`src/rtl/clock_disp_pkg.sv`:
```
// Shared constants and types for the clock display path.
//  - SEG_* : active-low 7-segment codes, bit order {g,f,e,d,c,b,a}
//  - NUM_DIGITS : number of multiplexed display digits
//  - digit_idx_t : scan position type (3 bits, values 0..5 used)
package clock_disp_pkg;

    localparam int unsigned NUM_DIGITS = 6;
    localparam int unsigned IDX_W      = 3;

    typedef logic [IDX_W-1:0] digit_idx_t;

    localparam digit_idx_t IDX_FIRST = 3'd0;
    localparam digit_idx_t IDX_LAST  = 3'd5;

    localparam logic [6:0] SEG_0     = 7'b1000000;
    localparam logic [6:0] SEG_1     = 7'b1111001;
    localparam logic [6:0] SEG_2     = 7'b0100100;
    localparam logic [6:0] SEG_3     = 7'b0110000;
    localparam logic [6:0] SEG_4     = 7'b0011001;
    localparam logic [6:0] SEG_5     = 7'b0010010;
    localparam logic [6:0] SEG_6     = 7'b0000010;
    localparam logic [6:0] SEG_7     = 7'b1111000;
    localparam logic [6:0] SEG_8     = 7'b0000000;
    localparam logic [6:0] SEG_9     = 7'b0010000;
    localparam logic [6:0] SEG_DASH  = 7'b0111111;
    localparam logic [6:0] SEG_BLANK = 7'b1111111;

endpackage

```
`src/rtl/bcd_to_seg7.sv`:
```
// Combinational BCD to 7-segment decoder.
// Ports:
//  i_bcd  in   4  BCD digit; codes 10..15 render as a dash
//  o_seg  out  7  segments {g,f,e,d,c,b,a}, active-low
module bcd_to_seg7
    import clock_disp_pkg::*;
(
    input  logic [3:0] i_bcd,
    output logic [6:0] o_seg
);

    always_comb begin
        o_seg = SEG_DASH;
        case (i_bcd)
            4'd0:    o_seg = SEG_0;
            4'd1:    o_seg = SEG_1;
            4'd2:    o_seg = SEG_2;
            4'd3:    o_seg = SEG_3;
            4'd4:    o_seg = SEG_4;
            4'd5:    o_seg = SEG_5;
            4'd6:    o_seg = SEG_6;
            4'd7:    o_seg = SEG_7;
            4'd8:    o_seg = SEG_8;
            4'd9:    o_seg = SEG_9;
            default: o_seg = SEG_DASH;
        endcase
    end

endmodule

```
`src/rtl/bcd_display_scan.sv`:
```
// Scans the six BCD time digits onto one shared active-low 7-segment bus.
// All digits plus ampm are snapshotted once per frame (on the edge the scan
// wraps 5 -> 0) so a counter rollover never shows a torn time.
// Optional feature macro: LEADING_ZERO_BLANK_EN blanks the hour-tens digit
// when it is zero (its enable and the PM dot still drive).
// Ports:
//  clk            in   1  system clock, rising edge
//  clear          in   1  synchronous active-low reset
//  rsbcd..lhbcd   in   4  sec/min/hour ones/tens BCD digits
//  ampm           in   1  1 = PM, lights dp on the hour-tens digit
//  seg            out  7  segments {g,f,e,d,c,b,a}, active-low
//  an             out  6  digit enables, active-low, an[i] = digit i
//  dp             out  1  decimal point, active-low
module bcd_display_scan
    import clock_disp_pkg::*;
#(
    parameter int unsigned SCAN_DIV = 50000
) (
    input  logic       clk,
    input  logic       clear,
    input  logic [3:0] rsbcd,
    input  logic [3:0] lsbcd,
    input  logic [3:0] rmbcd,
    input  logic [3:0] lmbcd,
    input  logic [3:0] rhbcd,
    input  logic [3:0] lhbcd,
    input  logic       ampm,
    output logic [6:0] seg,
    output logic [5:0] an,
    output logic       dp
);

    localparam int unsigned        PRESC_W   = $clog2(SCAN_DIV) + 1;
    localparam logic [PRESC_W-1:0] PRESC_MAX = PRESC_W'(SCAN_DIV - 1);

    logic [PRESC_W-1:0]              r_presc;
    digit_idx_t                      r_idx;
    logic [NUM_DIGITS-1:0][3:0]      r_snap;
    logic                            r_snap_ampm;
    logic [5:0]                      r_an;
    logic [6:0]                      r_seg;
    logic                            r_dp;

    logic       w_tick;
    logic       w_frame_end;
    logic [3:0] w_digit;
    logic [6:0] w_seg_dec;
    logic [6:0] w_seg_next;
    logic [5:0] w_an_next;
    logic       w_dp_next;

    assign w_tick      = (r_presc == PRESC_MAX);
    assign w_frame_end = w_tick && (r_idx == IDX_LAST);

    // Prescaler, scan index and per-frame snapshot.
    always_ff @(posedge clk) begin
        if (!clear) begin
            r_presc     <= '0;
            r_idx       <= IDX_FIRST;
            r_snap      <= '0;
            r_snap_ampm <= 1'b0;
        end else begin
            r_presc <= w_tick ? '0 : r_presc + 1'b1;
            if (w_tick) begin
                r_idx <= (r_idx == IDX_LAST) ? IDX_FIRST : r_idx + 3'd1;
            end
            if (w_frame_end) begin
                r_snap      <= {lhbcd, rhbcd, lmbcd, rmbcd, lsbcd, rsbcd};
                r_snap_ampm <= ampm;
            end
        end
    end

    // Snapshot mux; index values 6/7 never occur.
    always_comb begin
        w_digit = 4'd0;
        case (r_idx)
            3'd0:    w_digit = r_snap[0];
            3'd1:    w_digit = r_snap[1];
            3'd2:    w_digit = r_snap[2];
            3'd3:    w_digit = r_snap[3];
            3'd4:    w_digit = r_snap[4];
            3'd5:    w_digit = r_snap[5];
            default: w_digit = 4'd0;
        endcase
    end

    bcd_to_seg7 u_dec (
        .i_bcd (w_digit),
        .o_seg (w_seg_dec)
    );

    always_comb begin
        w_an_next = ~(6'b000001 << r_idx);
        w_dp_next = ~((r_idx == IDX_LAST) && r_snap_ampm);
`ifdef LEADING_ZERO_BLANK_EN
        w_seg_next = ((r_idx == IDX_LAST) && (w_digit == 4'd0)) ? SEG_BLANK : w_seg_dec;
`else
        w_seg_next = w_seg_dec;
`endif
    end

    // Registered outputs: one cycle behind idx/snapshot, dark during reset.
    always_ff @(posedge clk) begin
        if (!clear) begin
            r_an  <= 6'b111111;
            r_seg <= SEG_BLANK;
            r_dp  <= 1'b1;
        end else begin
            r_an  <= w_an_next;
            r_seg <= w_seg_next;
            r_dp  <= w_dp_next;
        end
    end

    assign an  = r_an;
    assign seg = r_seg;
    assign dp  = r_dp;

endmodule

```
`config.mk`:
```
export PLATFORM = sky130hd
export DESIGN_NAME = bcd_display_scan
export DESIGN_NICKNAME = d
export VERILOG_FILES = /design/src/rtl/clock_disp_pkg.sv /design/src/rtl/bcd_to_seg7.sv /design/src/rtl/bcd_display_scan.sv
export SDC_FILE = /design/constraint.sdc
export NUM_CORES = 1
export LEC_CHECK = 0
export BUFFER_PORTS_ARGS = -buffer_cell sky130_fd_sc_hd__buf_4
export CORE_ASPECT_RATIO = 0.7
export CORE_UTILIZATION = 45
export CTS_CLUSTER_DIAMETER = 100
export DETAILED_ROUTE_END_ITERATION = 7
export HOLD_SLACK_MARGIN = 0.12
export PLACE_DENSITY = 0.75
export RECOVER_POWER = 100
export SETUP_SLACK_MARGIN = 0.02
export SLEW_MARGIN = 30
export SYNTH_ARGS = -nofsm -noshare
export SYNTH_HDL_FRONTEND = slang
export SYNTH_SLANG_ARGS = --single-unit
```
`constraint.sdc`:
```
create_clock -name clk -period 2.5 [get_ports clk]
set_input_delay 0.5 -clock clk [delete_from_list [all_inputs] [get_ports clk]]
set_output_delay 0.5 -clock clk [all_outputs]
set_load 0.02 [all_outputs]
```
# Word-level counts from Yosys, hierarchy flattened
# Memory sizes are Yosys's and may differ from the RTL's. A register that Yosys moved wholly into a read port is not among the register bits.
# Index checks and enable logic that the tools add are counted.
# op_classes
n_addsub	2
n_eq_ne	6
shifts	1
n_mux	2
bitwise_logic	3
reduce_logical	5
# op_table
operator	n
$pmux W4 S6	1
$add A17 B1 Y17 const B	1
$eq A17 B16 Y1 const B	1
$eq A3 B2 Y1 const B	2
$eq A3 B3 Y1 const B	2
$not A6 Y6	1
$shl A1 B3 Y6 const A	1
$add A3 B1 Y3 const B	1
$eq A3 B1 Y1 const B	1
$logic_not A3 Y1	1
$mux W3	1
$logic_and A1 B1 Y1	2
$not A1 Y1	2
$reduce_or A2 Y1	1
$logic_not A1 Y1	1
# totals
ff_bits	52
romBits	112
in_bits	27
output_inout_bits	14
n_memories	1
# mem_list
memory	words	width	rd	rd_clocked_by_memory_dff	wr	line	text
(no name shown)	16	7	1	1	0	bcd_to_seg7.sv:14	case (i_bcd)

# Longest topological paths before layout
# logic_depth
word_depth	3
ltp_mapped	9
ltp_nobuf	8

# Cells and area by module
# From an unflattened synthesis, not the netlist that was laid out.
# unflattened
hier_cells	322
hier_area_um2	2847.7
# by_module_without_submodules
module	instances	cells_per_inst	area_per_inst_um2	seq_area_each_um2
bcd_display_scan	1	291	2623.8	1181.1
bcd_to_seg7	1	31	224.0	0.0

# Worst setup path after synthesis
# OpenSTA, ideal clock, no wires.
# synth_timing
path_type	flip-flop to flip-flop
from	register r_idx[1]
to	register r_seg[3] (netlist: seg[3])
arrival_ps	2324
t_required_ps	2378
setup_slack_ps	54
stages_incl_launch_ff	8
period_less_slack_ps	2446
cell_sequence	dfxtp_1 > clkbuf_1 > and2_1 > ha_1 > a221oi_1 > inv_1 > ha_1 > o32a_1
# synth_via
elab_chain_cells	2
elab_cells_between_ends	7
cone_classes	eq/ne: 5; mux: 1; reduce/logical: 1
# synth_rtl
item	line	text
start: declaration	bcd_display_scan.sv:37	digit_idx_t r_idx;
start signal: assignment	bcd_display_scan.sv:65	r_idx <= (r_idx == IDX_LAST) ? IDX_FIRST : r_idx + 3'd1;
$eq A3 B3 Y1 (tied with other cells)	bcd_display_scan.sv:77	case (r_idx)
$pmux W4 S6 *	bcd_display_scan.sv:77	
end: declaration	bcd_display_scan.sv:41	logic [6:0] r_seg;
# Every way passes the cells marked *; elsewhere a longest branch is shown, timed or not.
# A chain may end at the register's enable or synchronous reset.

# Final worst setup path
# layout_timing
from	register r_idx[2]
to	register r_seg[4] (netlist: seg[4])
# Same word-level chain as after synthesis.

==> results.yml <==
run_status:
  outcome: "completed"
floorplan:
  die_h_um: 64.5
  ios: 41
  initial_core_util_pct: 47.3
  row_count: 22
  fp.coreArea_um2: 5310
  die_area_um2: 5890
  die_w_um: 91.3
critical_path:
  crit_path_end_kind: "register"
  reg2regPathDepth: 8
  path_max_fanout: 7
  critical_path_class: "reg2reg"
  startpoint_type: "register"
  crit_arrival_ps: 2490
  crit_required_ps: 2730
synthesis:
  synth_area_leaders: "dfxtp_1, mux2i_1, nor2_1"
  syn_avg_cell_area_um2: 9.71
  ys.flop_type: "dfxtp_1"
  synth.yosys.seq_area_share_pct: 47.0
  async_reset_ff_share_pct: 0
  ys_ff_latch: 59
  netlist_area_um2: 2510
  syn-num-nets: 293
  synthDistinctLibCells: 41
  synth_edf_count: 0
  ys.warnings.count: 0
  yosys.area.top_type: "dfxtp_1"
  netlist.area_leader.share_pct: 47.0
  synthCells: 259
detailed_routing:
  firstDrtPassIters: 4
  via_count: 1918
  totalWireLength_um: 5060
  drtIter0Drc: 110
  ant_nets: 0
  wire_per_inst_um: 13.2
  drc: 0
  vias_per_cell: 4.99
power_and_ir_drop:
  p_leak_uw: 0.00114
  power_density_nw_per_um2: 595
  finalPower_uw: 1800
  peakVddDrop_mv: 0.408
clock_network:
  cts.sinks: 59
  tritoncts: "built"
  clk_pin_slew_worst_paths_ps: 60
  h-tree-depth: 3
  cts_setup_buffers: 0
  cts_resized: 0
  ctsHoldBuffers: 0
  numCtsBuffers: 9
  insertion_delay_ps: 340
  root_buffer: "clkbuf_8"
  clk_path_buf_depth: 2
grt:
  antenna_found_initial: 0
  grt_usage_pct: 19.4
  grt_max_degree: 29
  grt_first_pass_wirelength_um: 8570
  grt_pass1_vias: 1846
  grt_overflow: 0
sta:
  relSlewSlack_pct: 64.8
  hold_ws_ps: 393
  fmax_ghz: 0.441
  tightest_slew_ps: 527
  rsz0062_at_grt: "no"
  min_period_over_period_pct: 90.7
  fin_worst_skew_ps: 9.39
  fin_crit_ps: 2270
  setup-tns-final_ps: 0
  slew_violations: 0
  setup_ws_ps: 233
  hold_violations: 0
  setup_violations: 0
run:
  maxCapViolCount: 0
final_layout:
  n_antenna_cell: 0
  postLayoutCellArea_um2: 3020
  multi_input_area_um2: 1240
  register_area_um2: 1180
  final_common_cell: "dfxtp_1"
  num-nets-final: 342
  drive_gt1_share_pct: 17.0
  final_cell_mix: "dfxtp_1, nor2_1, mux2i_1"
  fillCellCount: 500
  syn2layout_area_growth_pct: 20.3
placed_design:
  hpwl_um: 3750
  place_ws_ps: 271
  gp_congestion: 0.807
  place_area_um2: 2910
  io_buffers: 40
min_path:
  hold_path.class: "in2reg"
  hold_path_depth: 3
[power breakdown]
group | switching [uW] | total [uW] | internal (uW) | leakage (uW)
Clock | 338 | 770 | 431 | 0.0000953
Sequential | 5.93 | 957 | 951 | 0.000479
Combinational | 36.2 | 73.2 | 36.9 | 0.000570
Total | 380 | 1800 | 1420 | 0.00114
[cell usage after synthesis, types with 2 or more instances]
library cell,instances
inv_1,6
nand3_1,6
and3_1,5
nor4_1,2
clkbuf_1,6
nor3_1,4
xnor2_1,9
nand4_1,5
o22ai_1,2
buf_2,3
or3_1,2
xor2_1,7
a221oi_1,2
or2_2,2
nor2_1,48
mux2i_1,35
nand2_1,15
a21o_1,2
ha_1,7
nand2b_1,3
a21oi_1,3
o21ai_0,4
dfxtp_1,59
o32a_1,3
nand3b_1,2
buf_6,2
[final cells by class]
type / instances / area share (%)
multi-input cells: 182 / 41.1
flip-flops and latches: 59 / 39.1
repair buffers: 49 / 10.1
clock buffers: 13 / 5.59
well taps: 72 / 2.98
inverters: 7 / 0.869
clock inverters: 2 / 0.331
[flip-flops by register name, summed over array words and instances, names as in the netlist]
name / cells
an: 6
dp: 1
r_idx: 3
r_presc: 17
r_snap: 24
r_snap_ampm: 1
seg: 7
[metrics by stage]
stage	util, %	std cells
floorplan	-	259
global placement	54.8	369
detailed placement	54.8	369
CTS	58.2	384
global route	56.9	384
finish	56.9	384
[final timing paths]
path	start	slack [ps]	endpoint
max	r_idx[2]	230	seg[4]
max reg2reg	r_idx[2]	230	seg[4]
min	rmbcd[0]	390	r_snap[8]
min reg2reg	r_snap_ampm	400	dp
[cell families (layout without fill, tap and decap cells)]
kind of cell | Yosys count | count (layout) | share of synthesized area, %
buf+inv | 18 | 71 | 3.43
flops | 59 | 59 | 47.0
simple gates | 101 | 101 | 19.6
fa+ha+maj | 7 | 7 | 3.48
compound gates | 22 | 22 | 6.52
xor+xnor | 16 | 16 | 5.58
mux | 36 | 36 | 14.4
[per-layer routing]
| metal | track usage [%] | routed length (um) | vias up |
|---|---|---|---|
| li1 | - | - | 993 |
| met1 | 24.0 | 2450 | 862 |
| met2 | 28.7 | 2130 | 52 |
| met3 | 8.69 | 379 | 11 |
| met4 | 9.33 | 91 | 0 |
| met5 | 0 | 0 | - |
[critical path: stages (launching register included)]
cell and delay [ps]:
dfxtp_1 480, inv_1 180, ha_1 300, nand2_1 110, o31ai_1 80, a311oi_1 430
clkbuf_1 220, nand2_1 130, o22a_1 230
Note: power is estimated with default switching activity, not from simulation.
